--- config.mk ---
export PLATFORM = sky130hd
export DESIGN_NAME = move_recorder
export DESIGN_NICKNAME = d
export VERILOG_FILES = /design/src/rtl/move_recorder.sv
export SDC_FILE = /design/constraint.sdc
export NUM_CORES = 1
export LEC_CHECK = 0
export CAP_MARGIN = 20
export CORE_ASPECT_RATIO = 1.25
export CORE_MARGIN = 4
export CORE_UTILIZATION = 55
export CTS_CLUSTER_SIZE = 10
export DETAILED_ROUTE_END_ITERATION = 10
export GPL_TIMING_DRIVEN = 0
export PLACE_DENSITY = 0.88
export SLEW_MARGIN = 20
export SYNTH_ARGS = -nofsm -noshare
export SYNTH_HDL_FRONTEND = slang
export SYNTH_SLANG_ARGS = --single-unit
--- constraint.sdc ---
create_clock -name clk -period 4.65 [get_ports clk]
set_clock_uncertainty 0.1 [all_clocks]
set_input_delay 0.465 -clock clk [delete_from_list [all_inputs] [get_ports clk]]
set_output_delay 0.465 -clock clk [all_outputs]
set_load 0.01 [all_outputs]
--- src/rtl/move_recorder.sv ---
// move_recorder: move stack that records the solver's current path and
// freezes it into ord when the solver signals done.
// Optional feature: define MOVE_CANCEL_EN to turn a push that reverses the
// top move into a pop, so immediate back-and-forth moves vanish.
// Move codes: UP=2'b00, DOWN=2'b01, RIGHT=2'b10, LEFT=2'b11; inverse pairs
// differ only in bit 0.
module move_recorder #(
  parameter int MAX_MOVES = 15
) (
  input  logic                     clk,
  input  logic                     rst_n,
  input  logic                     start,
  input  logic                     mv_push,
  input  logic                     mv_pop,
  input  logic [1:0]               mv_dir,
  input  logic                     done,
  output logic [4+2*MAX_MOVES-1:0] ord,
  output logic                     comp,
  output logic                     err,
  output logic                     busy
);

  localparam int SW = 2 * MAX_MOVES;
  localparam logic [3:0] MAX_D = 4'(MAX_MOVES);

  typedef enum logic [2:0] {
    IDLE,
    RECORD,
    FINAL,
    COMPLETE,
    ERROR
  } state_t;

  state_t          state_reg, state_next;
  logic [3:0]      depth_reg, depth_next;
  logic [SW-1:0]   slots_reg, slots_next;
  logic [3:0]      cnt_reg, cnt_next;
  logic            comp_reg, comp_next;
  logic            err_reg, err_next;

  logic            do_push, do_pop, do_repl;
  logic            wr_en;
  logic [3:0]      wr_idx;
  logic [1:0]      wr_val;
  logic            fault;

`ifdef MOVE_CANCEL_EN
  logic [1:0]      top_dir;

  // Select the move currently on top of the stack (slot depth-1).
  always_comb begin
    top_dir = 2'b00;
    for (int i = 0; i < MAX_MOVES; i++) begin
      if (4'(i) == depth_reg - 4'd1) top_dir = slots_reg[2*i +: 2];
    end
  end
`endif

  // State and datapath registers, cleared asynchronously by rst_n.
  always_ff @(posedge clk or negedge rst_n) begin
    if (!rst_n) begin
      state_reg <= IDLE;
      depth_reg <= 4'd0;
      slots_reg <= '0;
      cnt_reg   <= 4'd0;
      comp_reg  <= 1'b0;
      err_reg   <= 1'b0;
    end else begin
      state_reg <= state_next;
      depth_reg <= depth_next;
      slots_reg <= slots_next;
      cnt_reg   <= cnt_next;
      comp_reg  <= comp_next;
      err_reg   <= err_next;
    end
  end

  // Next-state logic: start overrides everything; RECORD edits the stack.
  always_comb begin
    state_next = state_reg;
    depth_next = depth_reg;
    slots_next = slots_reg;
    cnt_next   = cnt_reg;
    comp_next  = comp_reg;
    err_next   = err_reg;
    do_push    = 1'b0;
    do_pop     = 1'b0;
    do_repl    = 1'b0;
    wr_en      = 1'b0;
    wr_idx     = 4'd0;
    wr_val     = 2'b00;
    fault      = 1'b0;

    if (start) begin
      state_next = RECORD;
      depth_next = 4'd0;
      slots_next = '0;
      cnt_next   = 4'd0;
      comp_next  = 1'b0;
      err_next   = 1'b0;
    end else begin
      case (state_reg)
        RECORD: begin
          // Push+pop on an empty stack degrades to a plain push.
          do_repl = mv_push && mv_pop && (depth_reg != 4'd0);
          do_push = mv_push && (!mv_pop || (depth_reg == 4'd0));
          do_pop  = mv_pop && !mv_push;
`ifdef MOVE_CANCEL_EN
          if (do_push && !mv_pop && (depth_reg != 4'd0) &&
              (mv_dir == (top_dir ^ 2'b01))) begin
            do_push = 1'b0;
            do_pop  = 1'b1;
          end
`endif
          if (do_repl) begin
            wr_en  = 1'b1;
            wr_idx = depth_reg - 4'd1;
            wr_val = mv_dir;
          end else if (do_push) begin
            if (depth_reg < MAX_D) begin
              wr_en      = 1'b1;
              wr_idx     = depth_reg;
              wr_val     = mv_dir;
              depth_next = depth_reg + 4'd1;
            end else begin
              fault = 1'b1;
            end
          end else if (do_pop) begin
            if (depth_reg != 4'd0) begin
              wr_en      = 1'b1;
              wr_idx     = depth_reg - 4'd1;
              wr_val     = 2'b00;
              depth_next = depth_reg - 4'd1;
            end else begin
              fault = 1'b1;
            end
          end

          for (int i = 0; i < MAX_MOVES; i++) begin
            if (wr_en && (4'(i) == wr_idx)) slots_next[2*i +: 2] = wr_val;
          end

          if (fault) begin
            err_next   = 1'b1;
            state_next = ERROR;
          end else if (done) begin
            state_next = FINAL;
          end
        end
        FINAL: begin
          if (depth_reg == 4'd0) begin
            err_next   = 1'b1;
            state_next = ERROR;
          end else begin
            cnt_next   = depth_reg - 4'd1;
            comp_next  = 1'b1;
            state_next = COMPLETE;
          end
        end
        default: begin
          // IDLE, COMPLETE and ERROR hold until start.
        end
      endcase
    end
  end

  assign ord  = {cnt_reg, slots_reg};
  assign comp = comp_reg;
  assign err  = err_reg;
  assign busy = (state_reg == RECORD);

endmodule
Word-level counts from Yosys, hierarchy flattened
Index checks and enable logic that the tools add are counted.
- $add $sub $neg: 2
- reduce and logical (&&, ||, !) cells: 64
- mux-type cells: 63
- order comparisons: 1
- equal/unequal tests: 22
- operators with widths (operator ; number):
    4-bit two-way mux ; 17
    30-bit two-way mux ; 2
    2-bit two-way mux ; 18
    2-bit AND reduction ; 17
    2-bit nonzero test ; 17
    4-bit equality test (first input constant) ; 7
    1-bit two-way mux ; 20
    1-bit logical AND ; 19
    3-bit by 4-bit equality test with 1-bit output (first input constant) ; 4
    3-bit two-way mux ; 4
    3-bit nonzero test ; 3
    2-bit by 4-bit equality test with 1-bit output (first input constant) ; 2
    4-bit zero test ; 2
    3-bit by 2-bit != test with 1-bit output (second input constant) ; 2
    3-bit one-hot mux with 2 select lines ; 1
    5-bit AND reduction ; 1
    4-bit by 1-bit adder with 4-bit output (second input constant) ; 1
    1-bit by 4-bit equality test with 1-bit output (first input constant) ; 1
    4-bit < comparator (second input constant) ; 1
    2-bit != test (second input constant) ; 2
    4-bit by 3-bit != test with 1-bit output (second input constant) ; 1
    4-bit nonzero test ; 1
    4-bit by 1-bit subtractor with 4-bit output (second input constant) ; 1
    3-bit by 1-bit equality test with 1-bit output (second input constant) ; 1
    6 further kinds ; 7
- register bits after elaboration: 43
- word-level logic and storage cells: 172
- input bits: 8
- output and inout bits: 37

Longest topological paths before layout
- depth in word-level cells: 12
- gate-level depth with buffers: 10
- depth with buffers taken out: 7

Worst setup path after synthesis
OpenSTA, ideal clock, no wires.
- kind: flip-flop to flip-flop
- start point: register depth_reg[0]
- end point: register slots_reg[0]
- data arrival time: 2.106 ns
- cell stages (with the launch flop): 9
- path slack: 2.307 ns
- required time: 4.413 ns
- buffers on the path: 1
- library setup time: 0.137 ns
- clock period less this slack: 2.343 ns
- path through: dfrtp_1 > buf_2 > inv_1 > ha_1 > nand2b_1 > a21oi_2 > a21oi_2 > or4_4 > mux2i_1
- longest elaborated chain between the ends: 11
- elaborated cells between the ends (all ways): 31
- classes of those cells: 1 x add/sub; 1 x order compare; 20 x mux; 9 x reduce/logical
- ends and longest elaborated chain (what ; line ; RTL):
    start: declaration ; 35 ; logic [3:0] depth_reg, depth_next;
    start signal: assignment ; 70 ; depth_reg <= depth_next;
    4-bit by 1-bit subtractor with 4-bit output (tied with other cells) ; 117, 131 ;
    4-bit two-way mux / 1-bit logical OR (equally long branches) ; 129, 106 ;
    4-bit two-way mux / 1-bit logical AND (equally long branches) ; 128, 106 ;
    4-bit two-way mux ; 119 ; end else if (do_push) begin
    4-bit two-way mux ; 115 ; if (do_repl) begin
    4-bit two-way mux ; 102 ; case (state_reg)
    4-bit two-way mux ; 94 ; if (start) begin
    4-bit zero test ; 140 ; if (wr_en && (4'(i) == wr_idx)) slots_next[2*i +: 2] = wr_val;
    1-bit logical AND ; 140 ;
    2-bit nonzero test (no source line) ; - ;
    2-bit AND reduction (no source line) ; - ;
    end signal: assignment ; 71 ; slots_reg <= slots_next;
    end: declaration ; 36 ; logic [SW-1:0] slots_reg, slots_next;
Parallel ways exist; a longest one is shown, timed or not. The select of a mux whose other input is x is not followed.
A chain may end at the register's enable or synchronous reset.

Worst setup path in the final report
- start point: register depth_reg[0]
- end point: register slots_reg[10]
- longest elaborated chain between the ends: 11
- elaborated cells between the ends (all ways): 31
- classes of those cells: 1 x add/sub; 1 x order compare; 1 x eq/ne; 20 x mux; 8 x reduce/logical
- ends and longest elaborated chain (what ; line):
    4-bit by 1-bit subtractor with 4-bit output (tied with other cells) ; 117, 131
    4-bit two-way mux / 1-bit logical OR (equally long branches) ; 129, 106
    4-bit two-way mux / 1-bit logical AND (equally long branches) ; 128, 106
    4-bit two-way mux ; 119
    4-bit two-way mux ; 115
    4-bit two-way mux ; 102
    4-bit two-way mux ; 94
    3-bit by 4-bit equality test with 1-bit output ; 140
    1-bit logical AND ; 140
    2-bit nonzero test (no source line) ; -
    2-bit AND reduction (no source line) ; -
Parallel ways exist; a longest one is shown, timed or not. The select of a mux whose other input is x is not followed.

==> results_tabular.tex <==
\begin{tabular}{lr}
\hline
Metric & Value \\
\hline
\multicolumn{2}{l}{\textbf{Clock tree}} \\
Number of H-tree branching levels & 2 \\
Num CTS Buffers & 5 \\
Clock slew at reported path FFs & around 0.080 ns \\
Clock Tree Buf Depth & 2 \\
Sinks on the clock net & 43 \\
Post-cts hold buffer count & 0 \\
Cells resized by post-CTS repair & 0 \\
Master cell of the clock root buffer & sky130\_fd\_sc\_hd\_\_clkbuf\_8 \\
TritonCTS clock tree & done \\
Worst-skew pair later-pin latency & around 0.30 ns \\
Postcts setup bufs & 0 \\
\multicolumn{2}{l}{\textbf{Pwr}} \\
Static leakage & 1.341 nW \\
Net switching power & between 0.5 and 0.6 mW \\
Total chip power & $\sim$1.4 mW \\
Internal power of the cells & 0.8365 mW \\
Share of power burned in combinational logic & about 48\% \\
Switching portion of total power & 40.62\% \\
IR drop worst, VDD & roughly 0.00023 V \\
Clock group share of total power & 20.9\% \\
P per Cell Area & roughly 440 mW/mm\^{}2 \\
Sequential Power Share & a little under a third \\
\multicolumn{2}{l}{\textbf{Detailed routing}} \\
Total routed wirelength & about 6000 um \\
Average wire length per cell after detail routing & between 15 and 20 um \\
Number of design-rule violations left by the first detailed-router iteration & between 150 and 200 \\
Vias & roughly 2100 \\
Drt drc & 0 \\
Post-route antenna net violation count & 0 \\
Met3 Routed Length & about 250 um \\
DR pass1 iterations & 4 \\
Detail-routed via count per cell & 5.774 \\
Met2 WL & between 2000 and 3000 um \\
Max Used Layer & met4 \\
Wl on met1 & around 2700 um \\
\multicolumn{2}{l}{\textbf{GRT}} \\
Initial antenna violation count & 0 \\
Wire length of the first global-routing pass & approximately 11000 um \\
Vias in the first global route & 2149 \\
Combined global-route utilization of all metal layers & 23.36\% \\
Congestion Overflow GR & 0 \\
Largest net degree at the start of global routing & 24 \\
\multicolumn{2}{l}{\textbf{Logic synthesis}} \\
Fraction of the mapped netlist area in simple logic gates & a little under a quarter \\
Number of synthesized flops with an enable pin & 0 \\
Complex-gate fraction of the synthesized area & between 10\% and 20\% \\
Share of the yosys chip area belonging to registers & between 40\% and 50\% \\
Average size of a mapped cell & approximately 10 sq um \\
Multiplexer share of the synthesized area & about an eighth \\
Total of flip-flops plus latches after synthesis & 43 \\
Number of distinct standard cells referenced by the synthesized netlist & 56 \\
Netlist Area Pre-Place & 0.002549 sq mm \\
Main combinational cell family by area after synthesis & simple AND/OR/NAND/NOR gates \\
Syn Inst Count & $\sim$250 \\
Number of warnings reported in the yosys synthesis log & 0 \\
Main synth FF type & sky130\_fd\_sc\_hd\_\_dfrtp\_1 \\
Post-synthesis share of cell area spent on full adders, half adders and majority gates & 1.473\% \\
Async SR Flop Fraction & 100.0\% \\
Xor/xnor cell area share of the yosys netlist & under 10\% \\
Number of nets produced by synthesis & 260 \\
\multicolumn{2}{l}{\textbf{Setup path}} \\
Endpoint kind of the worst setup timing path & register \\
CP bufs+invs & 2 \\
Critical path destination & slots\_reg[10] \\
Type of the worst setup path & register to register \\
Max Fanout on Critical Path & 10 \\
Critical path required time & around 4.8 ns \\
Largest stage delay on the critical path & 0.48 ns \\
Critical Path Source & depth\_reg[0] \\
Data arrival time of the critical path & a little under 3 ns \\
Setup slack of the most critical reg-to-reg path & between 1.5 and 2 ns \\
Ordered list of cells on the worst path & buf\_2 -> inv\_1 -> ha\_1 -> nand2b\_1 -> a21oi\_2 -> o221ai\_2 -> nor3\_1 -> mux2i\_1 \\
Crit. path cell count & 8 \\
Number of cells on the worst reg-to-reg path & 8 \\
Crit path max-delay cell type & sky130\_fd\_sc\_hd\_\_a21oi\_2 \\
Top delay family on crit path & compound AO/OA/AOI/OAI gates \\
Reg-to-reg critical path startpoint & depth\_reg[0] \\
Endpoint of the worst-slack reg-to-reg timing path & slots\_reg[10] \\
Sort of element at the start of the critical path & register \\
\multicolumn{2}{l}{\textbf{Placement}} \\
Sum of net half-perimeters after detailed placement & approximately 4400 um \\
Routability congestion estimate & 0.9825 \\
Port bufs & between 40 and 50 \\
\multicolumn{2}{l}{\textbf{Timing}} \\
Endpoints failing hold & 0 \\
Unrepaired setup endpoints after global routing & no \\
Worst-Margin Slew & between 0.6 and 0.7 ns \\
Total Negative Setup Slacks & 0 ns \\
Slew headroom & 54.47\% \\
Period utilization & between 60\% and 70\% \\
Final-report max-slew violation count & 0 \\
Time the final worst path needs with I/O delays and setup & $\sim$2.8 ns \\
Final setup violation count & 0 \\
Highest achievable clock rate & 354.2 MHz \\
\multicolumn{2}{l}{\textbf{Die}} \\
Area of the die & 0.005794 sq mm \\
Horiz. Die Dim & 68.89 um \\
Die Span Y & $\sim$84 um \\
I/O pin total & 45 \\
Area of the core & around 0.0045 sq mm \\
Initial cell density of the core & between 50\% and 60\% \\
Number of standard-cell rows in the floorplan & 27 \\
\multicolumn{2}{l}{\textbf{Finish}} \\
Area growth, synth to finish & 25.04\% \\
ANT cells & 0 \\
Fraction of layout instances using a drive strength above 1 & about an eighth \\
Fin nets & just over 300 \\
Fill count & roughly 350 \\
Number of flip-flops in the largest register & 30 \\
\multicolumn{2}{l}{\textbf{Min path}} \\
Hold crit path type & input pin to asynchronous set/reset pin \\
\multicolumn{2}{l}{\textbf{Run}} \\
Max cap viols & 0 \\
\multicolumn{2}{l}{\textbf{Outcome}} \\
Run status & completed \\
\hline
\end{tabular}
## Yosys cell counts, types with 2 or more instances
cell type,instances,area [sq um]
sky130_fd_sc_hd__or3_1,2,12.51
sky130_fd_sc_hd__o21ai_0,8,40.04
sky130_fd_sc_hd__xnor2_1,4,35.03
sky130_fd_sc_hd__o21bai_1,2,15.01
sky130_fd_sc_hd__a21oi_1,8,40.04
sky130_fd_sc_hd__nand2_1,8,30.03
sky130_fd_sc_hd__clkbuf_1,8,30.03
sky130_fd_sc_hd__a21oi_2,2,17.52
sky130_fd_sc_hd__o211ai_1,3,22.52
sky130_fd_sc_hd__o21a_1,2,15.01
sky130_fd_sc_hd__nor2_1,20,75.07
sky130_fd_sc_hd__a211oi_1,3,22.52
sky130_fd_sc_hd__nand2b_1,36,225.2
sky130_fd_sc_hd__nor3b_1,2,15.01
sky130_fd_sc_hd__ha_1,3,37.54
sky130_fd_sc_hd__and2_1,2,12.51
sky130_fd_sc_hd__nand4_1,3,18.77
sky130_fd_sc_hd__mux2i_1,32,320.3
sky130_fd_sc_hd__nor3_1,9,45.04
sky130_fd_sc_hd__dfrtp_1,43,1076
sky130_fd_sc_hd__o211a_1,3,30.03
sky130_fd_sc_hd__inv_1,4,15.01
sky130_fd_sc_hd__nor3_2,3,30.03
sky130_fd_sc_hd__buf_2,6,30.03
sky130_fd_sc_hd__nor4_2,2,25.02
## through the flow
| step | hold slack [ns] | std cells | cell area, sq um | worst slack [ns] | util [%] |
|---|---|---|---|---|---|
| floorplan | 0.06941 | 249 | 2549 | 2.307 | - |
| global placement | 0.3811 | 350 | 3052 | 1.896 | 68.43 |
| detailed placement | 0.3705 | 351 | 3074 | 1.854 | 68.94 |
| CTS | 0.04866 | 359 | 3187 | 1.859 | 71.46 |
| global route | 0.05436 | 359 | 3187 | 1.611 | 71.46 |
| finish | 0.03002 | 359 | 3187 | 1.827 | 71.46 |
## cell usage in the layout, fill, tap and decap left out, types with 2 or more instances in the layout
cell and instances:
sky130_fd_sc_hd__o211a_1 3, sky130_fd_sc_hd__o21bai_1 2, sky130_fd_sc_hd__or3_1 2, sky130_fd_sc_hd__nand2b_1 36
sky130_fd_sc_hd__dfrtp_1 43, sky130_fd_sc_hd__nand4_1 3, sky130_fd_sc_hd__nor2_1 20, sky130_fd_sc_hd__o21ai_0 8
sky130_fd_sc_hd__nor3b_1 2, sky130_fd_sc_hd__clkbuf_8 5, sky130_fd_sc_hd__clkdlybuf4s50_1 42, sky130_fd_sc_hd__a211oi_1 3
sky130_fd_sc_hd__clkbuf_1 8, sky130_fd_sc_hd__nor3_2 3, sky130_fd_sc_hd__a21oi_1 8, sky130_fd_sc_hd__mux2i_1 32
sky130_fd_sc_hd__and2_1 2, sky130_fd_sc_hd__o21a_1 2, sky130_fd_sc_hd__nand2_1 8, sky130_fd_sc_hd__nor4_2 2
sky130_fd_sc_hd__inv_1 4, sky130_fd_sc_hd__xnor2_1 4, sky130_fd_sc_hd__nor3_1 9, sky130_fd_sc_hd__a21oi_2 2
sky130_fd_sc_hd__buf_2 7, sky130_fd_sc_hd__o211ai_1 3, sky130_fd_sc_hd__ha_1 3
## kinds of logic (layout without fill, tap and decap cells)
| family | Yosys count | in the layout |
|---|---|---|
| AO/OA/AOI/OAI | 47 | 47 |
| XOR/XNOR | 4 | 4 |
| adder cells (fa/ha/maj) | 3 | 3 |
| buffers and inverters | 21 | 73 |
| flip-flops | 43 | 43 |
| multiplexers | 33 | 33 |
| AND/OR/NAND/NOR | 98 | 98 |
## worst reg2reg max path, cell delays in order (launching register included)
cell and delay, ns:
sky130_fd_sc_hd__dfrtp_1 0.45, sky130_fd_sc_hd__buf_2 0.22, sky130_fd_sc_hd__inv_1 0.14, sky130_fd_sc_hd__ha_1 0.25
sky130_fd_sc_hd__nand2b_1 0.13, sky130_fd_sc_hd__a21oi_2 0.48, sky130_fd_sc_hd__o221ai_2 0.25, sky130_fd_sc_hd__nor3_1 0.47
sky130_fd_sc_hd__mux2i_1 0.24
## routing by layer
metal,global-route usage (%),vias to the layer above
met4,7.801,0
met2,36.02,64
met3,4.987,11
met5,0,-
li1,-,986
met1,32.26,1012
## worst min-delay path by stage
stage | slack, ns | cells after the start | to
after CTS | 0.05 | 1 | depth_reg[1]
after detailed placement | 0.37 | 1 | cnt_reg[0]
after global placement | 0.38 | 2 | comp
after floorplan | 0.07 | 0 | cnt_reg[0]
after global routing | 0.05 | 1 | cnt_reg[0]
final | 0.03 | 1 | cnt_reg[0]
## layout make-up
class / instances / area [sq um] / area share (%)
clock inverters: 3 / 43.79 / 1.374
repair buffers: 44 / 452.9 / 14.21
inverters: 5 / 18.77 / 0.5889
multi-input cells: 185 / 1375 / 43.15
flip-flops and latches: 43 / 1076 / 33.77
plain buffers: 16 / 78.83 / 2.473
clock buffers: 5 / 68.82 / 2.159
well taps: 58 / 72.57 / 2.277
## power groups by stage
stage	clock, mW	sequential [mW]	combinational, mW
after detailed placement	0	0.448	0.661
after CTS	0.297	0.441	0.664
after global routing	0.315	0.446	0.731
after floorplan	0	0.450	0.478
after global placement	0	0.445	0.646
final	0.294	0.440	0.675
Note: power is estimated with default switching activity, not from simulation.
